==> config.mk <==
export PLATFORM = sky130hd
export DESIGN_NAME = branch_resolve_unit_flat
export DESIGN_NICKNAME = d
export VERILOG_FILES = /design/src/rtl/branch_resolve_unit_if.sv /design/src/rtl/branch_resolve_unit.sv /design/src/flat_wrapper.sv
export SDC_FILE = /design/constraint.sdc
export NUM_CORES = 1
export LEC_CHECK = 0
export ABC_CLOCK_PERIOD_IN_PS = 7400
export BUFFER_PORTS_ARGS = -buffer_cell sky130_fd_sc_hd__buf_4
export CELL_PAD_IN_SITES_DETAIL_PLACEMENT = 0
export CELL_PAD_IN_SITES_GLOBAL_PLACEMENT = 1
export CORE_UTILIZATION = 35
export DETAILED_ROUTE_END_ITERATION = 10
export PLACE_DENSITY_LB_ADDON = 0.1
export SETUP_SLACK_MARGIN = 0.02
export SLEW_MARGIN = 20
export SYNTH_ARGS = -nofsm -noshare
export SYNTH_HDL_FRONTEND = slang
export SYNTH_SLANG_ARGS = --single-unit
==> constraint.sdc <==
create_clock -name clk -period 7.4 [get_ports clk]
set_input_delay 2.22 -clock clk [delete_from_list [all_inputs] [get_ports clk]]
set_output_delay 2.22 -clock clk [all_outputs]
set_load 0.1 [all_outputs]
==> src/rtl/branch_resolve_unit_if.sv <==
// Bundle between the branch resolve unit and the fetch/execute pipeline.
// The optional statistics counters appear only when BRU_STATS_EN is defined.
//
// Handshake: ex_valid qualifies every ex_* field and the type bits for one
// clock edge. The unit is always ready, so there is no ready signal.
// redirect_valid is a one-cycle pulse that qualifies redirect_pc.
// jump_flag is also a one-cycle pulse, registered alongside it.
interface branch_resolve_unit_if #(
    parameter int XLEN = 32
);
    logic [XLEN-1:0] if_pc;
    logic            if_pred_taken;
    logic            ex_valid;
    logic [XLEN-1:0] ex_pc;
    logic [XLEN-1:0] ex_target;
    logic            ex_pred_taken;
    logic            beq, bne, blt, bge, bltu, bgeu, jal, jalr;
    logic [XLEN-1:0] rs1_val;
    logic [XLEN-1:0] rs2_val;
    logic            redirect_valid;
    logic [XLEN-1:0] redirect_pc;
    logic            jump_flag;
`ifdef BRU_STATS_EN
    logic [31:0]     stat_branches;
    logic [31:0]     stat_mispredicts;
    logic [31:0]     stat_jumps;

    modport master (
        output if_pc, ex_valid, ex_pc, ex_target, ex_pred_taken,
               beq, bne, blt, bge, bltu, bgeu, jal, jalr, rs1_val, rs2_val,
        input  if_pred_taken, redirect_valid, redirect_pc, jump_flag,
               stat_branches, stat_mispredicts, stat_jumps
    );
    modport slave (
        input  if_pc, ex_valid, ex_pc, ex_target, ex_pred_taken,
               beq, bne, blt, bge, bltu, bgeu, jal, jalr, rs1_val, rs2_val,
        output if_pred_taken, redirect_valid, redirect_pc, jump_flag,
               stat_branches, stat_mispredicts, stat_jumps
    );
`else
    modport master (
        output if_pc, ex_valid, ex_pc, ex_target, ex_pred_taken,
               beq, bne, blt, bge, bltu, bgeu, jal, jalr, rs1_val, rs2_val,
        input  if_pred_taken, redirect_valid, redirect_pc, jump_flag
    );
    modport slave (
        input  if_pc, ex_valid, ex_pc, ex_target, ex_pred_taken,
               beq, bne, blt, bge, bltu, bgeu, jal, jalr, rs1_val, rs2_val,
        output if_pred_taken, redirect_valid, redirect_pc, jump_flag
    );
`endif
endinterface

==> src/rtl/branch_resolve_unit.sv <==
// Branch resolve unit. It evaluates the RV32I branch and jump conditions and
// predicts with a PC-indexed table of 2-bit counters. On a mispredict it
// issues a registered redirect.
// Optional macro BRU_STATS_EN adds three wrapping 32-bit event counters.
module branch_resolve_unit #(
    parameter int         XLEN      = 32,
    parameter int         BHT_DEPTH = 64,
    parameter int         BHT_IDX_W = $clog2(BHT_DEPTH),
    parameter logic [1:0] CNT_INIT  = 2'b01
) (
    input  logic             clk,
    input  logic             rst,
    branch_resolve_unit_if.slave bru
);
    logic [1:0]           bht [BHT_DEPTH];
    logic [7:0]           type_bits;
    logic                 multi_type;
    logic                 resolve;
    logic                 is_cond;
    logic                 is_jump;
    logic                 eq, lt, ltu;
    logic                 taken;
    logic                 mispredict;
    logic [XLEN-1:0]      target_fixed;
    logic [XLEN-1:0]      next_redirect_pc;
    logic [BHT_IDX_W-1:0] if_idx;
    logic [BHT_IDX_W-1:0] ex_idx;
    logic [1:0]           cnt_next;
    logic                 unused_pc_bits;

    assign type_bits  = {bru.jalr, bru.jal, bru.bgeu, bru.bltu,
                         bru.bge, bru.blt, bru.bne, bru.beq};
    assign multi_type = (type_bits & (type_bits - 8'd1)) != 8'd0;
    // Exactly one type bit set together with ex_valid is a resolvable instruction
    assign resolve    = bru.ex_valid && (type_bits != 8'd0) && !multi_type;
    assign is_cond    = |type_bits[5:0];
    assign is_jump    = bru.jal | bru.jalr;

    assign if_idx = bru.if_pc[BHT_IDX_W+1:2];
    assign ex_idx = bru.ex_pc[BHT_IDX_W+1:2];
    // Only the index bits of the fetch PC matter for the lookup
    assign unused_pc_bits = ^{bru.if_pc[XLEN-1:BHT_IDX_W+2], bru.if_pc[1:0]};

    // The table read has no bypass, so a same-cycle update is seen one cycle later
    assign bru.if_pred_taken = bht[if_idx][1];

    // Evaluate the branch conditions and pick the redirect address
    always_comb begin
        eq    = (bru.rs1_val == bru.rs2_val);
        lt    = ($signed(bru.rs1_val) < $signed(bru.rs2_val));
        ltu   = (bru.rs1_val < bru.rs2_val);
        taken = (bru.beq & eq) | (bru.bne & ~eq) | (bru.blt & lt) |
                (bru.bge & ~lt) | (bru.bltu & ltu) | (bru.bgeu & ~ltu) |
                bru.jal | bru.jalr;
        // The jalr target is never predicted, so every jalr redirects
        mispredict = bru.jalr | (bru.jal & ~bru.ex_pred_taken) |
                     (is_cond & (taken != bru.ex_pred_taken));
        target_fixed = bru.ex_target;
        if (bru.jalr) begin
            target_fixed[0] = 1'b0;
        end
        next_redirect_pc = taken ? target_fixed : (bru.ex_pc + XLEN'(4));
    end

    // Saturating counter step for the entry being resolved
    always_comb begin
        cnt_next = bht[ex_idx];
        if (taken) begin
            if (bht[ex_idx] != 2'b11) cnt_next = bht[ex_idx] + 2'b01;
        end else begin
            if (bht[ex_idx] != 2'b00) cnt_next = bht[ex_idx] - 2'b01;
        end
    end

    // Register the redirect and the outcome; both last one cycle
    always_ff @(posedge clk or posedge rst) begin
        if (rst) begin
            bru.redirect_valid <= 1'b0;
            bru.redirect_pc    <= '0;
            bru.jump_flag      <= 1'b0;
        end else begin
            bru.redirect_valid <= resolve & mispredict;
            bru.jump_flag      <= resolve & taken;
            if (resolve) begin
                bru.redirect_pc <= next_redirect_pc;
            end
        end
    end

    // Train the history table on conditional branches only
    always_ff @(posedge clk or posedge rst) begin
        if (rst) begin
            for (int i = 0; i < BHT_DEPTH; i++) begin
                bht[i] <= CNT_INIT;
            end
        end else if (resolve && is_cond) begin
            bht[ex_idx] <= cnt_next;
        end
    end

`ifdef BRU_STATS_EN
    // Event counters, updated on the resolving edge and wrapping naturally
    always_ff @(posedge clk or posedge rst) begin
        if (rst) begin
            bru.stat_branches    <= '0;
            bru.stat_mispredicts <= '0;
            bru.stat_jumps       <= '0;
        end else if (resolve) begin
            if (is_cond)    bru.stat_branches    <= bru.stat_branches + 32'd1;
            if (mispredict) bru.stat_mispredicts <= bru.stat_mispredicts + 32'd1;
            if (is_jump)    bru.stat_jumps       <= bru.stat_jumps + 32'd1;
        end
    end
`endif

    // Decoders must never present more than one type bit at once
    assert property (@(posedge clk) disable iff (rst) !(bru.ex_valid && multi_type));

endmodule

==> src/flat_wrapper.sv <==
// flat-port wrapper written by rule: the top's interface ports become plain ports
module branch_resolve_unit_flat 
#(
    parameter int         XLEN      = 32,
    parameter int         BHT_DEPTH = 64,
    parameter int         BHT_IDX_W = $clog2(BHT_DEPTH),
    parameter logic [1:0] CNT_INIT  = 2'b01
)
  (clk, rst, bru_if_pc, bru_ex_valid, bru_ex_pc, bru_ex_target, bru_ex_pred_taken, bru_beq, bru_bne, bru_blt, bru_bge, bru_bltu, bru_bgeu, bru_jal, bru_jalr, bru_rs1_val, bru_rs2_val, bru_if_pred_taken, bru_redirect_valid, bru_redirect_pc, bru_jump_flag);
  branch_resolve_unit_if #(.XLEN(XLEN)) bru_i ();
  input  logic clk;
  input  logic rst;
  input wire logic [$bits(bru_i.if_pc)-1:0] bru_if_pc;
  input wire logic [$bits(bru_i.ex_valid)-1:0] bru_ex_valid;
  input wire logic [$bits(bru_i.ex_pc)-1:0] bru_ex_pc;
  input wire logic [$bits(bru_i.ex_target)-1:0] bru_ex_target;
  input wire logic [$bits(bru_i.ex_pred_taken)-1:0] bru_ex_pred_taken;
  input wire logic [$bits(bru_i.beq)-1:0] bru_beq;
  input wire logic [$bits(bru_i.bne)-1:0] bru_bne;
  input wire logic [$bits(bru_i.blt)-1:0] bru_blt;
  input wire logic [$bits(bru_i.bge)-1:0] bru_bge;
  input wire logic [$bits(bru_i.bltu)-1:0] bru_bltu;
  input wire logic [$bits(bru_i.bgeu)-1:0] bru_bgeu;
  input wire logic [$bits(bru_i.jal)-1:0] bru_jal;
  input wire logic [$bits(bru_i.jalr)-1:0] bru_jalr;
  input wire logic [$bits(bru_i.rs1_val)-1:0] bru_rs1_val;
  input wire logic [$bits(bru_i.rs2_val)-1:0] bru_rs2_val;
  output wire logic [$bits(bru_i.if_pred_taken)-1:0] bru_if_pred_taken;
  output wire logic [$bits(bru_i.redirect_valid)-1:0] bru_redirect_valid;
  output wire logic [$bits(bru_i.redirect_pc)-1:0] bru_redirect_pc;
  output wire logic [$bits(bru_i.jump_flag)-1:0] bru_jump_flag;
  assign bru_i.if_pc = bru_if_pc;
  assign bru_i.ex_valid = bru_ex_valid;
  assign bru_i.ex_pc = bru_ex_pc;
  assign bru_i.ex_target = bru_ex_target;
  assign bru_i.ex_pred_taken = bru_ex_pred_taken;
  assign bru_i.beq = bru_beq;
  assign bru_i.bne = bru_bne;
  assign bru_i.blt = bru_blt;
  assign bru_i.bge = bru_bge;
  assign bru_i.bltu = bru_bltu;
  assign bru_i.bgeu = bru_bgeu;
  assign bru_i.jal = bru_jal;
  assign bru_i.jalr = bru_jalr;
  assign bru_i.rs1_val = bru_rs1_val;
  assign bru_i.rs2_val = bru_rs2_val;
  assign bru_if_pred_taken = bru_i.if_pred_taken;
  assign bru_redirect_valid = bru_i.redirect_valid;
  assign bru_redirect_pc = bru_i.redirect_pc;
  assign bru_jump_flag = bru_i.jump_flag;
  branch_resolve_unit #(.XLEN(XLEN), .BHT_DEPTH(BHT_DEPTH), .BHT_IDX_W(BHT_IDX_W), .CNT_INIT(CNT_INIT)) u_core (.clk(clk), .rst(rst), .bru(bru_i));
endmodule
# Word-level counts from Yosys, hierarchy flattened
# Index checks and enable logic that the tools add are counted.
# totals
ff_bits	162
in_bits	172
output_inout_bits	35
word_cells	128
# classes
addsub	4
magnitude_cmp	5
eq_ne	3
n_mux	14
bitwise	26
n_reduce_logical	9
# ops
operator	count
$bwmux W128	1
$lt A32 B32 Y1	2
$add A32 B3 Y32 const B	1
$eq A32 B32 Y1	1
$mux W32	1
$bmux W2 S6	2
$mux W2	8
$reduce_bool A8 Y1	2
$ge A7 B7 Y1 const B	2
$not A6 Y7	2
$demux W2 S6	1
$and A1 B1 Y1	10
$or A1 B1 Y1	9
$and A8 B8 Y8	1
$sub A8 B1 Y8 const B	1
$lt A7 B1 Y1 const B	1
$reduce_or A6 Y1	1
$logic_and A1 B1 Y1	4
$not A1 Y1	4
$add A2 B1 Y2 const B	1
$ne A2 B2 Y1 const B	1
$reduce_bool A2 Y1	1
$sub A2 B1 Y2 const B	1
$logic_not A1 Y1	1
2 further kinds	2

# Depth between registers and ports, before layout
# Gate-level depths: netlist of the first run.
# logic_depth
ltp_word	14
depth_mapped	12
ltp_nobuf	10

# Least setup slack after synthesis of the first run
# No wires, ideal clock.
# synth_timing
path_kind	input to output
startpoint	input port bru_if_pc[2]
endpoint	output port bru_if_pred_taken
arrival_time_ns	4.907
required_ns	5.180
path_slack_ns	0.273
path_stages	5
n_path_buf	2
path_cell_list	clkbuf_1 -> buf_1 -> mux4_2 -> mux4_2 -> mux4_2
# synth_between
elab_chain_cells	4
# synth_lines
element	line_no	rtl
start, declared	flat_wrapper.sv:13	input wire logic [$bits(bru_i.if_pc)-1:0] bru_if_pc;
$not A6 Y7 (implied by the code)	branch_resolve_unit.sv:45	assign bru.if_pred_taken = bht[if_idx][1];
$bmux W2 S6	branch_resolve_unit.sv:45	
$mux W2 (implied by the code) (2 in series)	branch_resolve_unit.sv:45	
end, declared	flat_wrapper.sv:28	output wire logic [$bits(bru_i.if_pred_taken)-1:0] bru_if_pred_taken;
# Every way passes these cells. The select of a mux whose other input is x is not followed.

# Worst setup path in the final report of the first run
# Ends and elaborated chain as after synthesis.

==> results of run 1 <==
==> cell families after synthesis <==
| logic type | share of synthesized area (%) |
|---|---|
| fa+ha+maj | 4.646 |
| flops | 42.88 |
| simple gates | 15.82 |
| mux | 13.18 |
| xor+xnor | 2.725 |
| buf+inv | 4.814 |
| compound gates | 15.94 |
==> worst max-delay path, delay by kind of cell <==
kind	cells	cell delay, ns
buf+inv	2	0.57
mux	3	1.59
==> layout make-up <==
class / count / area, µm²
sequential: 162 / 4134
timing repair buffer: 191 / 1434
tap: 341 / 426.7
fill: 2692 / 15120
clock buffer: 19 / 442.9
clock inverter: 13 / 173.9
inverter: 40 / 155.1
multi-input combinational: 770 / 5061
==> power by group <==
group | switching [W] | internal (W)
Clock | 0.000402 | 0.000549
Sequential | 0.0000267 | 0.000938
Combinational | 0.000510 | 0.000178
Total | 0.000939 | 0.00167
==> per-layer routing <==
metal / vias up / global-route usage [%] / wire, µm
met5: - / 0 / 0
met4: 0 / 6.023 / 490
met3: 27 / 3.973 / 1590
met2: 235 / 33.80 / 13470
met1: 3868 / 31.14 / 14630
li1: 3980 / - / -
==> registers in the layout (all words and copies together) (netlist names) <==
name and flops:
u_core.bht 128, u_core.bru.redirect_pc 32, u_core.bru.jump_flag 1, u_core.bru.redirect_valid 1
==> cell usage in the layout (no fill, tap or decap), types with 4 or more instances in the layout <==
cell       count
nand2_1      230
buf_4        191
o21ai_1      113
dfrtp_1       98
dfstp_2       64
o21ai_0       51
mux2i_1       46
inv_1         39
ha_1          33
a21oi_1       32
mux4_2        30
nor2_1        27
xnor2_1       24
nand3_1       23
clkbuf_16     17
nor2b_1       16
a22oi_1       13
mux2_2        12
and3_1        12
nand4_1       11
nor3_1         9
a221oi_1       7
or3_1          6
o22ai_1        6
o31ai_1        6
xor2_1         6
a221o_1        5
nor4_1         5
inv_6          5
and2_1         4
o211ai_1       4
==> worst max path at each step <==
stage,from,endpoint
2_1_floorplan,bru_if_pc[2],bru_if_pred_taken
3_3_place_gp,bru_if_pc[2],bru_if_pred_taken
3_5_place_dp,bru_if_pc[2],bru_if_pred_taken
4_1_cts,bru_if_pc[2],bru_if_pred_taken
5_1_grt,bru_if_pc[2],bru_if_pred_taken
6_report,bru_if_pc[2],bru_if_pred_taken
==> metrics by stage <==
stage / utilization (%) / hold slack, ns
CTS: 43.89 / 0.4627
finish: 43.89 / 0.4620
global route: 43.89 / 0.4774
floorplan: - / 0.4408
global placement: 41.60 / 0.4467
detailed placement: 41.60 / 0.4530
==> impl_results.md, run 1 <==
- Synthesized cell area: 9642 µm²
- Root Driver: clkbuf_16
- Final WS setup: 0.7748 ns
- Non-Filler Cell Area, Final: 11830 µm²
- Post-synthesis sequential area ratio: 42.88%
- Final Max Tran Viols: 0
- Cell taking the most area after synthesis: dfrtp_1
- Post_cts resized: 0
- Share of the synthesized area in the top cell type: 25.43%
- FMAX: 150.9 MHz
- Initial antenna violation count: 0
- Gr ovfl total: 0
- Initial DRC Count: 453
- Ant diodes: 0
- Avg Cell Area, Syn: 9.370 µm²
- CTS Sinks: 162
- Count leader, synth: nand2_1
- Reg2reg start: u_core.bht[67]
- Rows: 60
- DR WL/cell: 19.64 µm
- Most frequent cells after synthesis: nand2_1, o21ai_1, dfrtp_1
- Run status: completed
- Cts hold-fix bufs: 0
- Least-Margin Pin Slew: 1.109 ns
- Final Hold Vio Count: 0
- Area contributors post-synth: dfrtp_1, dfstp_2, nand2_1
- GRT Total Usage: 21.81%
- RSZ-0062 raised after global routing: no
- Share of cells above drive strength 1: 28.45%
- Worst-Skew Late Latency: 0.43 ns
- Async set or reset register ratio after synthesis: 100.0%
- Largest net degree at the start of global routing: 65
- Placed Instance Area: 11210 µm²
- Clock slew at reported path FFs: 0.07 ns
- Worst reg-to-reg setup slack: 3.96 ns
- Hold-critical path endpoint: u_core.bht[82]
- Static leakage: 5.072 nW
- HPWL Detailed: 20970 µm
- H-tree depth: 4
- CP Cell Sequence: buf_4 -> mux4_2 -> mux4_2 -> mux4_2 -> buf_4
- Crit Path Category: input port to primary output
- First-pass GRT wire length: 47130 µm
- # DRC: 0
- Post CTS Setup Buffer Count: 0
- CORE AREA: 26950 µm²
- Worst path most repeated cell: mux4_2
- Detail Route Antenna Nets: 0
- Yosys warns: 0
- Fin crit period: 6.625 ns
- Area Overhead vs Synth: 22.67%
- Layout Cells excl Fill: 1536
- Top_reg_cell synth: dfrtp_1
- Clk_skew: 0.01327 ns
- R2R Path End: u_core.bht[75]
- Via count: 8110
- Crit path max-delay cell type: mux4_2
- PD cells: 220.2 nW/µm²
- Worst Hold Class: register to register
- Die W: 168.0 µm
- Synth unique cells: 61
- Peak VDD IR: 0.1125 mV
- Syn nets: 1234
- Total clock buffers created by CTS: 17
- DRT Pass-1 Iters: 5
- Hold path start: u_core.bht[82]
- Final period util: 89.53%
- R2R depth: 8
- CP endpoint kind: primary output
- Worst-path maximum fanout: 16
- Slew margin rel.: 25.52%
- Final setup fails: 0
- Vias/cell: 5.280
- Pre-CTS setup slack: 0.7365 ns
- Final Total Pwr: 0.002604 W
- WP data arrival: 4.41 ns
- EDFF count, synth: 0
- Final wirelength: 30170 µm
- Number of global-route vias before repair: 7958
- Clock buffer depth: 2
- Post-Place Cells: 1504
- GPL Wtd Cong: 0.7967
- Max-Cap Viols: 0
- Die Span Y: 168.0 µm
- Port buffer count: 180
- Critical path required time: 5.18 ns
- CTS tree: yes
- Critical Path Max Stage Delay: 0.58 ns
- Final net count: 1387
- Setup TNS: 0 ns
- Mapped Cells: 1029
- IO Count: 207
- Startpoint Class: input port
- Die footprint: 28220 µm²
- Register bit total from synthesis: 162
- Initial core utilization: 35.78%
- Hold Path Stages: 2
(Power assumes the default switching activity.)
==> inputs of run 2 (changes only) <==
--- a/config.mk
+++ b/config.mk
@@ -12,6 +12,7 @@
 export CORE_UTILIZATION = 35
 export DETAILED_ROUTE_END_ITERATION = 10
 export PLACE_DENSITY_LB_ADDON = 0.1
+export RECOVER_POWER = 50
 export SETUP_SLACK_MARGIN = 0.02
 export SLEW_MARGIN = 20
 export SYNTH_ARGS = -nofsm -noshare
==> constraint.sdc (replaced) <==
create_clock -name clk -period 7.4 [get_ports clk]
set_input_delay 2.22 -clock clk [delete_from_list [all_inputs] [get_ports clk]]
set_output_delay 2.22 -clock clk [all_outputs]
set_load 0.05 [all_outputs]
==> impl_results.md, run 2 (synthesized netlist as in run 1, its figures left out) <==
- Run status: complete, but fails checks (was completed)
- Violated checks: max-capacitance violations, max-slew violations
- Post CTS Setup Buffer Count: 0 (unchanged)
- FMAX: 151.1 MHz (was 150.9 MHz)
- Biggest regs: u_core.bht (128), u_core.bru.redirect_pc (32) (unchanged)
- Non-Filler Cell Area, Final: 11680 µm² (was 11830 µm²)
- Via count: 8102 (was 8110)
- Worst-Skew Late Latency: 0.44 ns (was 0.43 ns)
- # DRC: 0 (unchanged)
- Port buffer count: 180 (unchanged)
- Crit path max-delay cell type: mux4_2 (unchanged)
- CTS Sinks: 162 (unchanged)
- Fin crit period: 6.618 ns (was 6.625 ns)
- Startpoint Class: input port (unchanged)
- Static leakage: 4.921 nW (was 5.072 nW)
- Gr ovfl total: 0 (unchanged)
- CP Cell Sequence: buf_4 -> mux4_2 -> mux4_2 -> mux4_2 -> buf_4 (unchanged)
- Clock slew at reported path FFs: 0.06 ns (was 0.07 ns)
- Placed Instance Area: 11210 µm² (unchanged)
- Least-Margin Pin Slew: 3.734 ns (was 1.109 ns)
- H-tree depth: 4 (unchanged)
- First-pass GRT wire length: 46980 µm (was 47130 µm)
- Final Hold Vio Count: 0 (unchanged)
- Post_cts resized: 0 (unchanged)
- Worst-path maximum fanout: 16 (unchanged)
- Clock buffer depth: 2 (unchanged)
- HPWL Detailed: 21090 µm (was 20970 µm)
- Reg2reg start: u_core.bht[65] (was u_core.bht[67])
- Worst path most repeated cell: mux4_2 (unchanged)
- Die W: 168.0 µm (unchanged)
- Crit Path Category: input port to primary output (unchanged)
- CORE AREA: 26950 µm² (unchanged)
- Setup TNS: 0 ns (unchanged)
- IO Count: 207 (unchanged)
- Largest register FFs: 128 (unchanged)
- R2R depth: 8 (unchanged)
- Final wirelength: 30250 µm (was 30170 µm)
- Critical Path Max Stage Delay: 0.56 ns (was 0.58 ns)
- Detail Route Antenna Nets: 0 (unchanged)
- DR WL/cell: 19.70 µm (was 19.64 µm)
- Initial antenna violation count: 0 (unchanged)
- Final net count: 1387 (unchanged)
- Rows: 60 (unchanged)
- Total clock buffers created by CTS: 17 (unchanged)
- Initial DRC Count: 485 (was 453)
- Final core occ: 43.35% (was 43.89%)
- RSZ-0062 raised after global routing: no (unchanged)
- DRT Pass-1 Iters: 7 (was 5)
- Number of global-route vias before repair: 7945 (was 7958)
- Most frequent cells in the layout: nand2_1, buf_4, o21ai_1 (unchanged)
- Hold-critical path endpoint: u_core.bht[82] (unchanged)
- Max-Cap Viols: 1 (was 0)
- Commonest non-fill, non-tap cell in the layout: nand2_1 (unchanged)
- Worst Hold Class: register to register (unchanged)
- Largest net degree at the start of global routing: 81 (was 65)
- Vias/cell: 5.275 (was 5.280)
- Ant diodes: 0 (unchanged)
- WP data arrival: 4.40 ns (was 4.41 ns)
- Die Span Y: 168.0 µm (unchanged)
- Final period util: 89.43% (was 89.53%)
- Final setup fails: 0 (unchanged)
- GPL Wtd Cong: 0.7834 (was 0.7967)
- Hold path start: u_core.bht[82] (unchanged)
- PD cells: 204.9 nW/µm² (was 220.2 nW/µm²)
- Peak VDD IR: 0.09059 mV (was 0.1125 mV)
- Share of cells above drive strength 1: 25.52% (was 28.45%)
- CP endpoint kind: primary output (unchanged)
- Hold Path Stages: 2 (unchanged)
- Area Overhead vs Synth: 21.17% (was 22.67%)
- Critical path required time: 5.18 ns (about the same)
- Cts hold-fix bufs: 0 (unchanged)
- GRT Total Usage: 21.85% (was 21.81%)
- Top reg by flops: u_core.bht (unchanged)
- Crit. Startpoint: bru_if_pc[2] (unchanged)
- CTS tree: yes (unchanged)
- Final Max Tran Viols: 81 (was 0)
- R2R Path End: u_core.bht[75] (unchanged)
- Worst reg-to-reg setup slack: 3.99 ns (was 3.96 ns)
- Die footprint: 28220 µm² (unchanged)
- Final Total Pwr: 0.002394 W (was 0.002604 W)
- Initial core utilization: 35.78% (unchanged)
- Clk_skew: 0.01509 ns (was 0.01327 ns)
- Root Driver: clkbuf_16 (unchanged)
- Slew margin rel.: -150.3% (was 25.52%)
## run 2: how the worst max path moves through the flow
stage	end	slack, ns
after global routing	bru_if_pred_taken	0.76
after global placement	bru_if_pred_taken	0.77
after floorplan	bru_if_pred_taken	0.39
final	bru_if_pred_taken	0.78
after CTS	bru_if_pred_taken	0.78
after detailed placement	bru_if_pred_taken	0.77
## run 2: layout make-up
cell class | instances | area, µm²
fill | 2723 | 15270
multi-input combinational | 770 | 5061
sequential | 162 | 4134
timing repair buffer | 191 | 1300
clock buffer | 19 | 442.9
tap | 341 | 426.7
clock inverter | 13 | 166.4
inverter | 40 | 151.4
## run 2: worst max-delay path: cells and delay by family
| kind | cells | cell delay, ns |
|---|---|---|
| muxes | 3 | 1.62 |
| buffers and inverters | 2 | 0.53 |
## run 2: per-layer routing
metal | GRT usage [%] | up-vias | part of all wire, %
met2 | 33.97 | 242 | 45
met5 | 0 | - | 0
met3 | 4.090 | 19 | 5.4
met1 | 31.26 | 3847 | 49
li1 | - | 3994 | -
met4 | 5.385 | 0 | 1.2
## run 2: stage by stage
stage | hold slack [ns] | std cells | setup slack, ns
final | 0.4602 | 1536 | 0.7822
after global routing | 0.4719 | 1536 | 0.7555
after CTS | 0.4625 | 1536 | 0.7762
after detailed placement | 0.4529 | 1504 | 0.7717
after global placement | 0.4475 | 1504 | 0.7729
after floorplan | 0.4408 | 1029 | 0.3895
## run 2: report_power, final
part / total (W) / internal, W / switching [W]
combinational: 0.000494 / 0.000142 / 0.000352
sequential: 0.000964 / 0.000938 / 0.0000259
clock: 0.000935 / 0.000521 / 0.000414
total: 0.00239 / 0.00160 / 0.000793
